### src/rtl/csr_pkg.sv
// rtl/csr_pkg.sv - access-type and funct3 encodings plus FSM state type for csr_access_unit
package csr_pkg;

    localparam logic [1:0] ACC_READ_ONLY = 2'b00;
    localparam logic [1:0] ACC_WRITE     = 2'b01;
    localparam logic [1:0] ACC_SET       = 2'b10;
    localparam logic [1:0] ACC_CLEAR     = 2'b11;

    localparam logic [2:0] F3_RW  = 3'b001;
    localparam logic [2:0] F3_RS  = 3'b010;
    localparam logic [2:0] F3_RC  = 3'b011;
    localparam logic [2:0] F3_RWI = 3'b101;
    localparam logic [2:0] F3_RSI = 3'b110;
    localparam logic [2:0] F3_RCI = 3'b111;

    typedef enum logic [1:0] {
        ST_IDLE  = 2'd0,
        ST_READ  = 2'd1,
        ST_WRITE = 2'd2,
        ST_RESP  = 2'd3
    } csr_state_e;

    // funct3[1:0] == 00 encodes no CSR operation at all
    function automatic logic f3_is_csr(input logic [2:0] f3);
        return f3[1:0] != 2'b00;
    endfunction

endpackage

### src/rtl/csr_access_unit.sv
// rtl/csr_access_unit.sv - CSR read/modify/write sequencer; optional macro CSR_ILLEGAL_CHECK_EN adds resp_illegal
module csr_access_unit
    import csr_pkg::*;
#(
    parameter int XLEN = 32
) (
    input  logic            clk,
    input  logic            reset,
    input  logic            req_valid,
    output logic            req_ready,
    input  logic [2:0]      req_funct3,
    input  logic [11:0]     req_csr,
    input  logic [4:0]      req_rs1,
    input  logic [XLEN-1:0] req_rs1_val,
    input  logic [4:0]      req_rd,
    output logic [11:0]     csr_number,
    output logic [1:0]      csr_access_type,
    output logic [XLEN-1:0] csr_in,
    input  logic [XLEN-1:0] csr_out,
    output logic            resp_valid,
    input  logic            resp_ready,
    output logic [4:0]      resp_rd,
    output logic [XLEN-1:0] resp_data,
`ifdef CSR_ILLEGAL_CHECK_EN
    output logic            resp_illegal,
`endif
    output logic            resp_we
);

    csr_state_e      state_q;
    logic [11:0]     num_q;
    logic [1:0]      op_q;
    logic [XLEN-1:0] operand_q;
    logic [4:0]      rd_q;
    logic            wr_q;
    logic [XLEN-1:0] old_q;
    logic            illegal_q;

    logic            accept;
    logic [XLEN-1:0] operand;
    logic            wants_write;
    logic            illegal;

    assign accept      = req_valid && req_ready;
    assign operand     = req_funct3[2] ? {{(XLEN-5){1'b0}}, req_rs1} : req_rs1_val;
    assign wants_write = f3_is_csr(req_funct3) && ((req_funct3[1:0] == 2'b01) || (req_rs1 != 5'd0));

`ifdef CSR_ILLEGAL_CHECK_EN
    assign illegal      = wants_write && (req_csr[11:10] == 2'b11);
    assign resp_illegal = illegal_q;
`else
    assign illegal = 1'b0;
`endif

    always_ff @(posedge clk) begin
        if (reset) begin
            state_q   <= ST_IDLE;
            num_q     <= 12'd0;
            op_q      <= ACC_READ_ONLY;
            operand_q <= '0;
            rd_q      <= 5'd0;
            wr_q      <= 1'b0;
            old_q     <= '0;
            illegal_q <= 1'b0;
        end else begin
            case (state_q)
                ST_IDLE: begin
                    if (accept) begin
                        num_q     <= req_csr;
                        op_q      <= req_funct3[1:0];
                        operand_q <= operand;
                        rd_q      <= req_rd;
                        wr_q      <= wants_write && !illegal;
                        illegal_q <= illegal;
                        if (f3_is_csr(req_funct3)) begin
                            state_q <= ST_READ;
                        end else begin
                            old_q   <= '0;
                            state_q <= ST_RESP;
                        end
                    end
                end
                ST_READ: begin
                    old_q   <= csr_out;
                    state_q <= wr_q ? ST_WRITE : ST_RESP;
                end
                ST_WRITE: state_q <= ST_RESP;
                ST_RESP: begin
                    if (resp_ready) begin
                        state_q <= ST_IDLE;
                    end
                end
                default: state_q <= ST_IDLE;
            endcase
        end
    end

    // funct3[1:0] of RW/RS/RC maps one-to-one onto WRITE/SET/CLEAR; reset masks
    // the write so a reset landing in WRITE never reaches the register file.
    assign csr_access_type = ((state_q == ST_WRITE) && !reset) ? op_q : ACC_READ_ONLY;
    assign csr_number      = num_q;
    assign csr_in          = operand_q;
    assign req_ready       = (state_q == ST_IDLE);
    assign resp_valid      = (state_q == ST_RESP);
    assign resp_rd         = rd_q;
    assign resp_data       = old_q;
    assign resp_we         = (rd_q != 5'd0) && (op_q != 2'b00) && !illegal_q;

endmodule
### config.mk
export PLATFORM = sky130hd
export DESIGN_NAME = csr_access_unit
export DESIGN_NICKNAME = d
export VERILOG_FILES = /design/src/rtl/csr_pkg.sv /design/src/rtl/csr_access_unit.sv
export SDC_FILE = /design/constraint.sdc
export NUM_CORES = 1
export LEC_CHECK = 0
export ABC_AREA = 1
export CAP_MARGIN = 40
export CORE_UTILIZATION = 38
export CTS_BUF_LIST = sky130_fd_sc_hd__clkbuf_8
export CTS_CLUSTER_DIAMETER = 120
export DETAILED_ROUTE_END_ITERATION = 7
export PLACE_DENSITY_LB_ADDON = 0.12
export SYNTH_ARGS = -nofsm -noshare
export SYNTH_HDL_FRONTEND = slang
export SYNTH_SLANG_ARGS = --single-unit
### constraint.sdc
create_clock -name clk -period 1.3 [get_ports clk]
set_input_delay 0.26 -clock clk [delete_from_list [all_inputs] [get_ports clk]]
set_output_delay 0.26 -clock clk [all_outputs]
set_load 0.02 [all_outputs]
; ---- Yosys cells after proc, flatten, opt, wreduce, memory -nomap -nowiden
; Index checks and enable logic that the tools add are counted.
[classes]
eq_ne = 7
muxes = 10
n_reduce_logical = 15
[ops]
columns = cell, count
row1 = 32-bit 2-to-1 mux, 3
row2 = 32-bit case mux with 2 select lines, 1
row3 = 5-bit nonzero test, 2
row4 = 2-bit 2-to-1 mux, 4
row5 = 2-bit case mux with 4 select lines, 1
row6 = 2-bit nonzero test, 3
row7 = "2-bit by 1-bit == test with 1-bit output, second input constant", 2
row8 = "2-bit == test, second input constant", 2
row9 = 1-bit logical AND, 4
row10 = "2-bit by 1-bit inequality test with 1-bit output, second input constant", 2
row11 = 2-bit AND reduction, 2
row12 = 3-bit AND reduction, 1
row13 = 2-bit logical NOT, 1
row14 = "2-bit inequality test, second input constant", 1
row15 = 1-bit logical NOT, 1
row16 = 1-bit logical OR, 1
row17 = 1-bit 2-to-1 mux, 1
[totals]
regBits = 86
inputBits = 93
out_inout_bits = 86
elab_cells = 39

; ---- Depth between registers and ports, before layout
; Gate-level depths: netlist of the first run.
[depth]
word_depth = 4
mapped_depth = 10
mapped_depth_nobuf = 8

; ---- Least setup slack after synthesis of the first run
; Ideal clock, no wire load.
[synth_timing]
path_kind = flip-flop to flip-flop
start = register state_q[0]
end = register old_q[13], in the netlist resp_data[13]
setup_ps = 115
arrival_time_ps = 1463
setup_slack_ps = -278
stages_incl_launch_ff = 10
cell_sequence = dfxtp_1 > inv_1 > ha_1 > nand2_1 > inv_2 > nand2_1 > buf_6 > buf_2 > a21boi_1 > nor2_1
[synth_via]
elab_chain_len = 4
elab_cells_between_ends = 8
classes_between = eq/ne: 3 / mux: 1 / reduce/logical: 4
[synth_lines]
columns = element, line_no
row1 = start: declaration, csr_access_unit.sv:30  ; csr_state_e state_q;
row2 = start signal: assignment, csr_access_unit.sv:85  ; state_q <= wr_q ? ST_WRITE : ST_RESP;
row3 = 2-bit logical NOT (*), csr_access_unit.sv:103  ; assign req_ready = (state_q == ST_IDLE);
row4 = net req_ready, csr_access_unit.sv:10  ; output logic req_ready,
row5 = 1-bit logical AND, csr_access_unit.sv:44  ; assign accept = req_valid && req_ready;
row6 = 2-bit by 1-bit inequality test with 1-bit output (no source line), --
row7 = 3-bit AND reduction (no source line), --
row8 = end signal: assignment, csr_access_unit.sv:84  ; old_q <= csr_out;
row9 = end: declaration, csr_access_unit.sv:36  ; logic [XLEN-1:0] old_q;
; The timed path passes the listed nets; every way through them passes the cells marked *.
; A chain may end at the register's enable or synchronous reset.

; ---- Final worst setup path of the first run
[layout_timing]
start = register state_q[0]
end = register operand_q[30], in the netlist csr_in[30]
[layout_via]
elab_chain_len = 3
[layout_lines]
columns = element, line_no
row1 = 2-bit logical NOT (*), "csr_access_unit.sv:66, csr_access_unit.sv:103"
row2 = 1-bit logical AND, csr_access_unit.sv:44
row3 = 2-bit AND reduction (no source line) (*), --
row4 = end signal: assignment, csr_access_unit.sv:71  ; operand_q <= operand;
row5 = end: declaration, csr_access_unit.sv:33  ; logic [XLEN-1:0] operand_q;
; Mark *: on every way between the ends. The rest lies on a longest branch, timed or not.

==> flow_results.org, run 1 <==
** STA
- Final-report max-slew violation count :: 0
- Unrepaired setup endpoints after global routing :: yes
- Measured against its own limit, the worst slew margin works out to 66.07%.
- Final worst path period need :: 1.564 ns
- For the pin with the worst max-slew slack, the measured transition is around 0.51 ns.
- The clock arrives with around 0.011 ns of skew.
- # setup viols final :: 90
- Worst Setup Slack, final :: -0.2639 ns
- The final hold violation count is 0.
- Setup total negative slack on the finished layout was measured at -13.27 ns.
- Top achievable clock speed :: roughly 640 MHz
- In the finished design, the share of the clock period the worst path needs comes to 120.3%.

** Placement
- After legalization and detailed placement, the total HPWL measured 7331 um.
- Cell area reported after detailed placement :: 5781 sq um
- After detailed placement, the design holds a cell count of 794.
- Total of buffers placed on input and output ports :: 178
- Placement-stage worst setup slack :: -0.5746 ns
- Routability-driven placement congestion ratio :: slightly below 0.8

** Die
- In this run the horizontal extent of the chip is around 100 um.
- The floorplan has 35 rows.
- Die area :: between 10000 and 15000 sq um
- Io pins :: 179
- Initial Util :: 39.83%
- Measured along the y axis, the die boundary spans 101.3 um.
- Floorplan core area :: between 9000 and 10000 sq um

** Yosys
- Sequential-to-total area share from yosys stat :: between 40% and 50%
- Averaged over all synthesized cells, the footprint is around 7.5 sq um.
- The mapped netlist covers 3750 sq um.
- Register bit total from synthesis :: 86
- Synthesis produced a netlist with a net count of approximately 600.
- The Yosys step of the flow raised 0 warnings.
- In the synthesized netlist, the number of instances is 497.
- Synthesis instantiated 22 different standard cells from the library.

** Layout
- The finished layout holds approximately 850 standard cells, fillers aside.
- Net total in the final layout :: 815
- Total non-filler cell area in the finished layout :: 7320 sq um
- Share of layout cells above drive strength 1 :: 40.03%
- Diodes inserted :: 0
- Number of fillers in the final layout :: 662
- Area growth, synth to finish :: 95.20%

** Routing
- The final layout contains routed wiring with a total length of 14500 um.
- After detailed routing, the number of remaining DRC violations is 0.
- After the first detailed-routing iteration, the DRC count stood at 110.
- The final route contains 4237 vias.
- After detailed routing, the number of vias per cell comes to 4.979.
- Once detail routing completed, the nets flagged for antenna violations numbered 0.
- The first TritonRoute pass finished after 4 iterations.
- Routed WL per cell :: 17.04 um

** Pwr
- Registers are responsible for 26.3% of the overall power.
- Overall power after layout :: 14.32 mW
- VDD sags by at most 943.9 uV.
- Leakage power total :: ~3.2 nW
- Summed over all nets, the switching power comes to 5.641 mW.
- The share of total power dissipated in the clock network is 14.8%.
- Of the total power, the share spent switching nets is about two fifths.
- Cell internal power was estimated by the tool at 8.682 mW.
- Share of total power in combinational logic :: 58.9%
- Dividing total power by cell area gives a power density of 1957 nW/um^2.

** GRT
- Maximum number of pins on one net before global-route repair :: 56
- Vias in the first global route :: 4209
- For this run the aggregate overflow at the end of global routing stands at 0.
- Initial antenna violation count :: 0
- The first global-routing pass estimated 20620 um of wire.
- Global routing used 26.09% of the available tracks across all layers.

** Clock network
- TritonCTS clock tree :: built
- Clock Tree Buf Depth :: 2
- Clock Pin Slew Worst Setup and Hold Paths :: 0.10 ns
- Clock latency on the worst-skew pair, taken at its later pin, is 0.37 ns.
- The clock tree synthesis step divided the H-tree into 3 levels.
- Clock root buffer :: sky130_fd_sc_hd__clkbuf_8
- The clock drives 86 sinks.
- In this run, CTS created clock tree buffers numbering 9.

** Setup path
- Startpoint kind of the worst setup timing path :: flop
- CP peak stage delay :: around 0.34 ns
- For this design, the slowest cell found on the critical path is sky130_fd_sc_hd__dfxtp_2.
- The signal on the critical path passes through inv_2 > buf_6 > ha_4 > nand2_4 > buf_12 > buf_12 > buf_6 > buf_12 > nand2_1 > a21oi_2.
- In this run the worst path has a maximum fanout of 8.
- Data arrival time of the critical path :: 1.86 ns
- In this design, the critical path's most frequently occurring cell is sky130_fd_sc_hd__buf_12.
- The number of cells on the worst reg-to-reg path is 10.
- Critical path required time :: 1.59 ns
- The worst setup path is captured at a flop.
- The critical path in this run is classified as reg -> reg.

** Hold path
- Worst hold path cell count :: 3
- Hold Path Class :: in -> reg

** Run status
- Violated checks :: setup timing
- Outcome :: finished with violations

** Flow run
- Max-cap violations in this run came to 0.
[cells in the final DEF (no fill, tap or decap), drive strengths merged]
master	Yosys	final
inv	15	17
and3	2	2
buf	24	74
a21boi	32	32
clkdlybuf4s15	0	22
o21ai	20	20
ha	5	5
bufbuf	0	1
nand3	34	34
nor2	77	77
nand2	116	117
bufinv	0	2
nor3	1	1
dfxtp	86	86
clkinvlp	0	1
clkinv	1	3
o211ai	6	6
nand3b	33	33
clkbuf	16	68
clkdlybuf4s50	0	92
a21oi	29	29
[area by class of cell]
class                      instances  area, sq um  share of cell area [%]
clock buffer                       9        123.9                   1.692
inverter                          16        77.57                   1.060
multi-input combinational        356         2407                   32.89
clock inverter                     7        97.59                   1.333
tap                              129        161.4                   2.205
timing repair buffer             248         2720                   37.16
sequential                        86         1732                   23.66
[power groups by stage]
stage,Clock [mW],Combinational [mW],Sequential (mW)
finish,2.12,8.43,3.77
global route,2.26,8.96,3.85
CTS,2.16,7.43,3.72
detailed placement,0,5.76,3.76
global placement,0,5.65,3.73
floorplan,0,2.55,4.54
[cell families (layout without fill, tap and decap cells)]
logic type / Yosys count / after routing / synth area share (%)
AND/OR/NAND/NOR: 263 / 264 / 31.13
adder cells (fa/ha/maj): 5 / 5 / 1.668
AO/OA/AOI/OAI: 87 / 87 / 14.15
flip-flops: 86 / 86 / 45.91
buffers and inverters: 56 / 280 / 7.140
[worst max-delay path, delay by kind of cell, from the launching register on]
family | cells | cell delay, ns
compound gates | 1 | 0.17
buf+inv | 6 | 0.62
fa+ha+maj | 1 | 0.17
simple gates | 2 | 0.18
flops | 1 | 0.34
[stage by stage]
step                hold WS [ns]  utilization, %
CTS                       0.4496           74.42
global route              0.4674           77.74
floorplan                 0.4208               -
detailed placement        0.4580           61.40
global placement          0.4509           61.40
finish                    0.4551           77.74
[flip-flops by register name (all words and copies together) (netlist names)]
register,cells
wr_q,1
csr_in,32
state_q,2
resp_data,32
op_q,2
csr_number,12
resp_rd,5
[per-layer routing]
layer | part of all wire, % | wire length, um | global-route usage [%]
met1 | 38 | 5544 | 28.15
met5 | 0 | 0 | 0
met3 | 6.2 | 892 | 7.039
met4 | 2.4 | 353 | 9.476
met2 | 53 | 7706 | 48.67
[worst paths after layout]
check                          startpoint                 endpoint  slack [ns]
hold reg to reg   csr_in[26]$_SDFFE_PP0P_  csr_in[26]$_SDFFE_PP0P_        0.47
setup / recovery  state_q[0]$_SDFFE_PP0P_  csr_in[30]$_SDFFE_PP0P_       -0.26
hold / removal            req_rs1_val[27]  csr_in[27]$_SDFFE_PP0P_        0.46
setup reg to reg  state_q[0]$_SDFFE_PP0P_  csr_in[30]$_SDFFE_PP0P_       -0.26
[cell usage after synthesis]
library cell / count / share of area, %
sky130_fd_sc_hd__nand3b_1: 33 / 6.6
sky130_fd_sc_hd__dfxtp_1: 86 / 46
sky130_fd_sc_hd__inv_2: 1 / 0.10
sky130_fd_sc_hd__a21boi_1: 22 / 4.4
sky130_fd_sc_hd__nand2_1: 115 / 12
sky130_fd_sc_hd__buf_1: 2 / 0.20
sky130_fd_sc_hd__buf_6: 4 / 1.2
sky130_fd_sc_hd__buf_2: 16 / 2.1
sky130_fd_sc_hd__and3_1: 2 / 0.33
sky130_fd_sc_hd__inv_1: 14 / 1.4
sky130_fd_sc_hd__o21ai_0: 20 / 2.7
sky130_fd_sc_hd__a21oi_1: 29 / 3.9
sky130_fd_sc_hd__nor3_1: 1 / 0.13
sky130_fd_sc_hd__ha_1: 5 / 1.7
sky130_fd_sc_hd__nand3_1: 34 / 4.5
sky130_fd_sc_hd__nand2_4: 1 / 0.30
sky130_fd_sc_hd__o211ai_1: 6 / 1.2
sky130_fd_sc_hd__a21boi_0: 10 / 2.0
sky130_fd_sc_hd__nor2_1: 77 / 7.7
sky130_fd_sc_hd__buf_4: 2 / 0.40
sky130_fd_sc_hd__clkbuf_1: 16 / 1.6
sky130_fd_sc_hd__clkinv_1: 1 / 0.10
[timing repair]
item | CTS | global route
gates resized for setup | 333 | 195
gates cloned | 18 | 10
pin swaps | 12 | 28
buffers inserted | 12 | 13
hold buffers | 0 | 0
setup endpoints to repair | 171 | 158
No activity file was read; power rests on OpenSTA's default activity.
==> run 2, diff against run 1 <==
--- a/config.mk
+++ b/config.mk
@@ -6,7 +6,7 @@
 export NUM_CORES = 1
 export LEC_CHECK = 0
 export ABC_AREA = 1
-export CAP_MARGIN = 40
+export CAP_MARGIN = 20
 export CORE_UTILIZATION = 38
 export CTS_BUF_LIST = sky130_fd_sc_hd__clkbuf_8
 export CTS_CLUSTER_DIAMETER = 120
==> results of run 2 <==
Final layout, timing and power as in run 1 (identical DEF).
